==> src/rtl/syndrome_weight_ctrl.sv <==
// syndrome_weight_ctrl: sequences a shared popcount adder over syndrome chunks and accumulates the total weight.
// Define WEIGHT_THRESH_EN to add the thresh input and the registered above_thresh flag.
module syndrome_weight_ctrl #(
  parameter int S_LENGTH   = 256,
  parameter int NUM_CHUNKS = 4,
  parameter int SUM_BITS   = 9,
  parameter int ACC_BITS   = 11
) (
  input  logic                           clk,
  input  logic                           rst,
  input  logic                           start,
  input  logic                           abort,
  input  logic [S_LENGTH*NUM_CHUNKS-1:0] syn_in,
  output logic                           busy,
  output logic [S_LENGTH-1:0]            chunk_data,
  output logic                           chunk_valid,
  input  logic [SUM_BITS-1:0]            chunk_sum,
  output logic [ACC_BITS-1:0]            weight,
  output logic                           weight_valid,
  output logic                           zero_syn
`ifdef WEIGHT_THRESH_EN
  ,
  input  logic [ACC_BITS-1:0]            thresh,
  output logic                           above_thresh
`endif
);
  localparam int IW = $clog2(NUM_CHUNKS);
  typedef enum logic [1:0] {IDLE, RUN, DONE} state_t;
  state_t                         state;
  logic [S_LENGTH*NUM_CHUNKS-1:0] buffer;
  logic [IW-1:0]                  idx;
  logic [ACC_BITS-1:0]            acc, sum;
  logic                           last;
`ifdef WEIGHT_THRESH_EN
  logic [ACC_BITS-1:0]            thresh_q;
`endif
  assign sum         = acc + ACC_BITS'(chunk_sum);
  assign last        = idx == IW'(NUM_CHUNKS - 1);
  assign busy        = state != IDLE;
  assign chunk_valid = state == RUN;
  assign chunk_data  = chunk_valid ? buffer[idx*S_LENGTH +: S_LENGTH] : '0;
  always_ff @(posedge clk) begin
    if (rst) begin
      state        <= IDLE;
      buffer       <= '0;
      idx          <= '0;
      acc          <= '0;
      weight       <= '0;
      weight_valid <= 1'b0;
      zero_syn     <= 1'b0;
`ifdef WEIGHT_THRESH_EN
      thresh_q     <= '0;
      above_thresh <= 1'b0;
`endif
    end else begin
      weight_valid <= 1'b0;
      // abort only matters once a computation is in flight; weight/zero_syn keep the last result
      if (abort && state != IDLE) begin
        state <= IDLE;
        idx   <= '0;
        acc   <= '0;
      end else begin
        case (state)
          IDLE: if (start) begin
            buffer <= syn_in;
            idx    <= '0;
            acc    <= '0;
            state  <= RUN;
`ifdef WEIGHT_THRESH_EN
            thresh_q <= thresh;
`endif
          end
          RUN: begin
            acc <= sum;
            idx <= last ? '0 : idx + 1'b1;
            if (last) begin
              weight       <= sum;
              zero_syn     <= sum == '0;
              weight_valid <= 1'b1;
              state        <= DONE;
`ifdef WEIGHT_THRESH_EN
              above_thresh <= sum > thresh_q;
`endif
            end
          end
          default: state <= IDLE;
        endcase
      end
    end
  end
endmodule

==> config.mk <==
export PLATFORM = sky130hd
export DESIGN_NAME = syndrome_weight_ctrl
export DESIGN_NICKNAME = d
export VERILOG_FILES = /design/src/rtl/syndrome_weight_ctrl.sv
export SDC_FILE = /design/constraint.sdc
export NUM_CORES = 2
export LEC_CHECK = 0
export CORE_AREA = 2 2 508 510
export DETAILED_ROUTE_END_ITERATION = 8
export DIE_AREA = 0 0 510 512
export DONT_BUFFER_PORTS = 1
export SLEW_MARGIN = 10
export SYNTH_ARGS = -nofsm -noshare
export SYNTH_HDL_FRONTEND = slang
export SYNTH_SLANG_ARGS = --single-unit
==> constraint.sdc <==
create_clock -name clk -period 3.83 [get_ports clk]
set_input_delay 0.766 -clock clk [delete_from_list [all_inputs] [get_ports clk]]
set_output_delay 0.766 -clock clk [all_outputs]
set_load 0.02 [all_outputs]
# After elaboration in Yosys (flattened, before gate mapping)
# Cells that the tools add are included.
dict set report classes {
  add_sub_neg 2
  muxes 10
  reduce_logical 11
  bitwise_logic 2
  n_shift 1
  eq_ne 4
}
# op n
set ops {}
lappend ops {{1024-bit by 11-bit variable part select with 256-bit output} 1}
lappend ops {{256-bit two-way mux} 1}
lappend ops {{11-bit case mux with 2 select lines} 1}
lappend ops {{11-bit by 9-bit adder with 11-bit output} 1}
lappend ops {{11-bit zero test} 1}
lappend ops {{11-bit two-way mux} 1}
lappend ops {{2-bit two-way mux} 4}
lappend ops {{2-bit case mux with 2 select lines} 2}
lappend ops {{3-bit AND reduction} 2}
lappend ops {{2-bit AND reduction} 2}
lappend ops {{2-bit nonzero test} 2}
lappend ops {{3-bit OR reduction} 1}
lappend ops {{2-bit by 1-bit adder with 2-bit output (second input constant)} 1}
lappend ops {{2-bit by 1-bit == test with 1-bit output (second input constant)} 1}
lappend ops {{2-bit == test (second input constant)} 1}
lappend ops {{2-bit zero test} 1}
lappend ops {{2-bit by 1-bit != test with 1-bit output (second input constant)} 1}
lappend ops {{2-bit != test (second input constant)} 1}
lappend ops {{1-bit NOT} 2}
lappend ops {{2-bit OR reduction} 1}
lappend ops {{1-bit logical AND} 1}
lappend ops {{1-bit two-way mux} 1}
dict set report word_totals {
  word_cells 37
  register_bits 1052
  input_bits 1037
  out_inout_bits 271
}

# Depth between registers and ports, before layout
dict set report logic_depth {
  ltp_word 4
  ltp_mapped 8
  ltp_nobuf 8
}

# Worst setup path after synthesis
# Ideal clock, no wire load.
dict set report synth_path {
  path_kind {input port to flip-flop}
  startpoint {input port chunk_sum[0]}
  endpoint {register zero_syn}
  required_time_ps 3761
  arrival_time_ps 2486
  setup_time_ps 69
  path_slack_ps 1276
  n_path_buf 0
  cell_stages 8
  path_cell_list {ha_1 -> fa_1 -> a21o_1 -> a32oi_1 -> o221ai_1 -> xnor2_1 -> or2b_1 -> o21ai_1}
}
dict set report synth_via {
  elab_chain_cells 2
}
# element line_no
set synth_lines {}
lappend synth_lines {{start: declaration} 17} ;# input logic [SUM_BITS-1:0] chunk_sum,
lappend synth_lines {{11-bit by 9-bit adder with 11-bit output} 37} ;# assign sum = acc + ACC_BITS'(chunk_sum);
lappend synth_lines {{11-bit zero test} 78} ;# zero_syn <= sum == '0;
lappend synth_lines {{end signal: assignment} 50} ;# zero_syn <= 1'b0;
lappend synth_lines {{end signal: assignment} 78}
lappend synth_lines {{end: declaration} 20} ;# output logic zero_syn
# No other way between the ends.
# A chain may end at the register's enable or synchronous reset.

# Final worst setup path
dict set report layout_path {
  startpoint {register idx[0]}
  endpoint {output port chunk_data[148]}
}
dict set report layout_via {
  elab_chain_cells 2
}
# element line_no
set layout_lines {}
lappend layout_lines {{start: declaration} 31} ;# logic [IW-1:0] idx;
lappend layout_lines {{start signal: assignment} 75} ;# idx <= last ? '0 : idx + 1'b1;
lappend layout_lines {{1024-bit by 11-bit variable part select with 256-bit output} 41} ;# assign chunk_data = chunk_valid ? buffer[idx*S_LENGTH +: S_LENGTH] : '0;
lappend layout_lines {{256-bit two-way mux} 41}
lappend layout_lines {{end: declaration} 15} ;# output logic [S_LENGTH-1:0] chunk_data,
# No other way between the ends.

==> parameters.txt <==
Parameter                              Value

Status
  Result of the run    finished, final reports clean

Synth
  Post-synthesis adder-cell area fraction    0.331%
  Synth Area in XOR/XNOR    0.160%
  Register area share after synthesis    48.0%
  Synthesis warning total    0
  Number of nets in the synthesized netlist    around 6300
  FF+latch count, synth    1052
  Mean post-synth cell area    8.41 sq um
  Netlist Area Pre-Place    0.0439 sq mm
  Simple-Gate Fraction of Synth Area    22.0%
  Fraction of registers with async set/reset    0%
  Post-Synthesis Cells    approximately 5200
  Largest family of logic cells by synthesized area    simple AND/OR/NAND/NOR gates
  Leading register cell type out of synthesis    sky130_fd_sc_hd__dfxtp_1
  Post-synthesis mux area share    13.2%
  Synth Area in Compound Gates    12.4%
  Post-synth EDFFs    0
  Post-synth cell types    44

Setup path
  Reg-to-reg startpoint    state[1]
  Data required time of the critical path    approximately 3.1 ns
  Sort of element at the end of the critical path    output pin
  Worst path arrival time    2.80 ns
  Reg-to-reg setup timing slack    1.26 ns
  CP Launch Type    register
  Reg2Reg Depth    9
  Critical path peak fanout    29
  Critical register-to-register path endpoint    zero_syn
  WS Path Type    register to output pin

Power
  P_int    19.5 mW
  Leak    18.2 nW
  Max IR drop VDD    344 uV
  Switch share    roughly 28%
  Combinational share of power    11.8%
  Sequential Power Share    45.0%
  Share of total power in the clock network    43.3%
  PwrDens    about 520 mW/mm^2
  Switching component of the power    roughly 7.5 mW

Detailed routing
  Routed wire per std cell    25.3 um
  Routed via count divided by cell count    4.42
  Antenna-violating nets left    0
  Number of remaining DRC errors    0
  Number of iterations in the first detailed-routing pass    6
  Detailed Route WL    217 mm
  Total vias in the final route    roughly 38000
  Number of design-rule violations left by the first detailed-router iteration    3472

Clocking
  CTS Sinks    1052
  Level count of the clock H-tree    3
  Clock tree from TritonCTS    done
  CTS root buffer    sky130_fd_sc_hd__clkbuf_16
  TritonCTS Buffers    118
  Clock network latency to the later pin of the worst-skew pair    approximately 0.76 ns
  CTS Buffer Depth    3
  Count of cells resized by post-cts repair    0
  Clock-pin slew of the registers on the worst-case setup and hold paths    about 0.06 ns

Min path
  Start point of the worst hold path    rst
  Worst hold path endpoint    weight[9]
  Tightest Hold Check Type    input pin to register
  Worst hold stages    1

Floorplan
  Row count    between 150 and 200
  Total die area    0.261 sq mm
  Height of the die    512 um
  Starting utilization of the core area    17.2%
  Core outline area    0.256 sq mm
  # IOs    1308
  Floorplan die width    510 um

Place
  Instance area after placement    0.0477 sq mm
  GP Congestion    0.964
  Inst Count DP    8282
  Final HPWL from detailed placement    between 150 and 200 mm
  Port-buffer cells    0

Finish
  Area occupied by multi-input gates    0.0211 sq mm
  Final instance count without filler cells    8602
  NumNets Final    6122
  Area taken by flip-flops and latches    around 0.021 sq mm
  Layout overhead on the synthesized area    19.4%
  Share of final-layout standard cells stronger than drive strength 1    11.1%
  Fillers    28300
  Final non-filler cell area    roughly 0.052 sq mm

GRT
  Wire length of the first global-routing pass    between 200 and 300 mm
  Total global routing track utilization    between 10% and 20%
  Total congestion overflow after global routing    0
  Number of global-route vias before repair    around 37000
  Number of antenna violations at the first check in global routing    124
  Pin count of the biggest net entering global routing    1040

Timing
  Sum of negative setup slack    0 ns
  Hold violation total from the final report    0
  RSZ-0062 raised after global routing    false
  Transition time at the pin with the least slew margin    about 1.1 ns
  Max Clock Skew    0.0391 ns
  Highest clock frequency the design can meet    281 MHz
  Minimum period implied by the final worst setup slack    3.56 ns
  Setup Viol. Count Final    0
  Final worst path period share    93.1%
  Final Slew Violations    0
  Remaining max-slew budget at the tightest pin    24.9%

Job
  MaxCap Viol Count    0
-- synthesized netlist by cell type, drive strengths merged, types with 2 or more instances --
library cell  number  share of area [%]
inv                3              0.026
nand3b             2              0.034
nor3               5              0.057
nand2           2075                 18
a21oi           1050                 12
and2             258                3.7
ha                10               0.29
nand3             11               0.13
a21o               6               0.11
mux4             256                 13
o21ai              5              0.057
nor2              14               0.12
o21a               2              0.034
clkbuf           356                3.1
and3               2              0.029
buf               80               0.90
or3                2              0.029
xnor2              5               0.10
a31oi              2              0.063
dfxtp           1052                 48
a211oi             2              0.034
nand2b             2              0.029
xor2               3              0.060
-- flip-flops by register name, summed over array words and instances, names as in the netlist --
signal	count
acc	11
zero_syn	1
weight	11
weight_valid	1
idx	2
buffer	1024
state	2
-- worst max-delay path, stage by stage (launching register included) --
cell and delay (ns):
sky130_fd_sc_hd__dfxtp_4 0.37, sky130_fd_sc_hd__buf_12 0.22, sky130_fd_sc_hd__buf_4 0.41, sky130_fd_sc_hd__mux4_2 0.67, sky130_fd_sc_hd__and2_1 0.28
-- cell families after synthesis --
| group | after synthesis |
|---|---|
| flops | 1052 |
| mux | 257 |
| compound gates | 1073 |
| simple gates | 2377 |
| fa+ha+maj | 11 |
| xor+xnor | 8 |
| buf+inv | 440 |
-- metrics by stage --
step                total power, mW  worst slack [ns]  hold WS (ns)  utilization [%]
floorplan                      14.3              1.28         0.430                -
global placement               15.3             0.970         0.439             18.6
detailed placement             15.3             0.997         0.443             18.6
CTS                            27.2             0.100     0.0000795             20.4
global route                   28.1            0.0831      -0.00157             20.5
finish                         27.0             0.266        0.0802             20.5
-- power groups by stage --
stage / Clock [mW] / Sequential (mW) / Combinational, mW
floorplan: 0 / 12.1 / 2.24
global placement: 0 / 12.4 / 2.90
detailed placement: 0 / 12.4 / 2.96
CTS: 12.0 / 12.1 / 3.01
global route: 12.4 / 12.2 / 3.48
finish: 11.7 / 12.2 / 3.18
-- cell usage in the layout (no fill, tap or decap), types with 6 or more instances in the layout --
cell type,Yosys,routed
sky130_fd_sc_hd__clkbuf_8,1,30
sky130_fd_sc_hd__buf_12,0,31
sky130_fd_sc_hd__bufinv_16,0,6
sky130_fd_sc_hd__buf_4,1,85
sky130_fd_sc_hd__nand2_1,2075,2074
sky130_fd_sc_hd__clkbuf_1,355,28
sky130_fd_sc_hd__clkbuf_16,0,119
sky130_fd_sc_hd__diode_2,0,53
sky130_fd_sc_hd__nand3_1,11,11
sky130_fd_sc_hd__nor2_1,14,14
sky130_fd_sc_hd__clkinv_2,0,12
sky130_fd_sc_hd__dfxtp_1,1052,1050
sky130_fd_sc_hd__ha_1,10,10
sky130_fd_sc_hd__and2_1,258,257
sky130_fd_sc_hd__dlygate4sd3_1,0,51
sky130_fd_sc_hd__a21oi_1,1050,1050
sky130_fd_sc_hd__mux4_2,256,256
-- metal layers --
metal  routed length [um]  track usage [%]
met1                83200             18.3
met2               101000             25.7
met3                23900             6.64
met4                 8760             6.71
met5                  517                0
-- worst max-delay path by stage --
| stage | to | start | cells after the start | slack, ns |
|---|---|---|---|---|
| CTS | chunk_data[148] | idx[0] | 4 | 0.10 |
| global placement | zero_syn | chunk_sum[0] | 8 | 0.97 |
| floorplan | zero_syn | chunk_sum[0] | 8 | 1.28 |
| global route | chunk_data[148] | idx[0] | 4 | 0.08 |
| detailed placement | chunk_data[148] | idx[0] | 4 | 1.0 |
| finish | chunk_data[148] | idx[0] | 4 | 0.27 |
-- layout make-up --
class	instances	area share (%)
multi-input combinational	3726	40.2
sequential	1052	40.2
tap	3384	8.08
clock buffer	177	6.67
timing repair buffer	172	3.64
clock inverter	34	0.879
antenna	53	0.253
inverter	4	0.0430
-- what timing repair did --
action                                 4_1_cts  5_1_grt
endpoints found under the hold margin       49       21
setup buffers                                0        0
hold buffers                                49        2
Note: power is estimated with default switching activity, not from simulation.
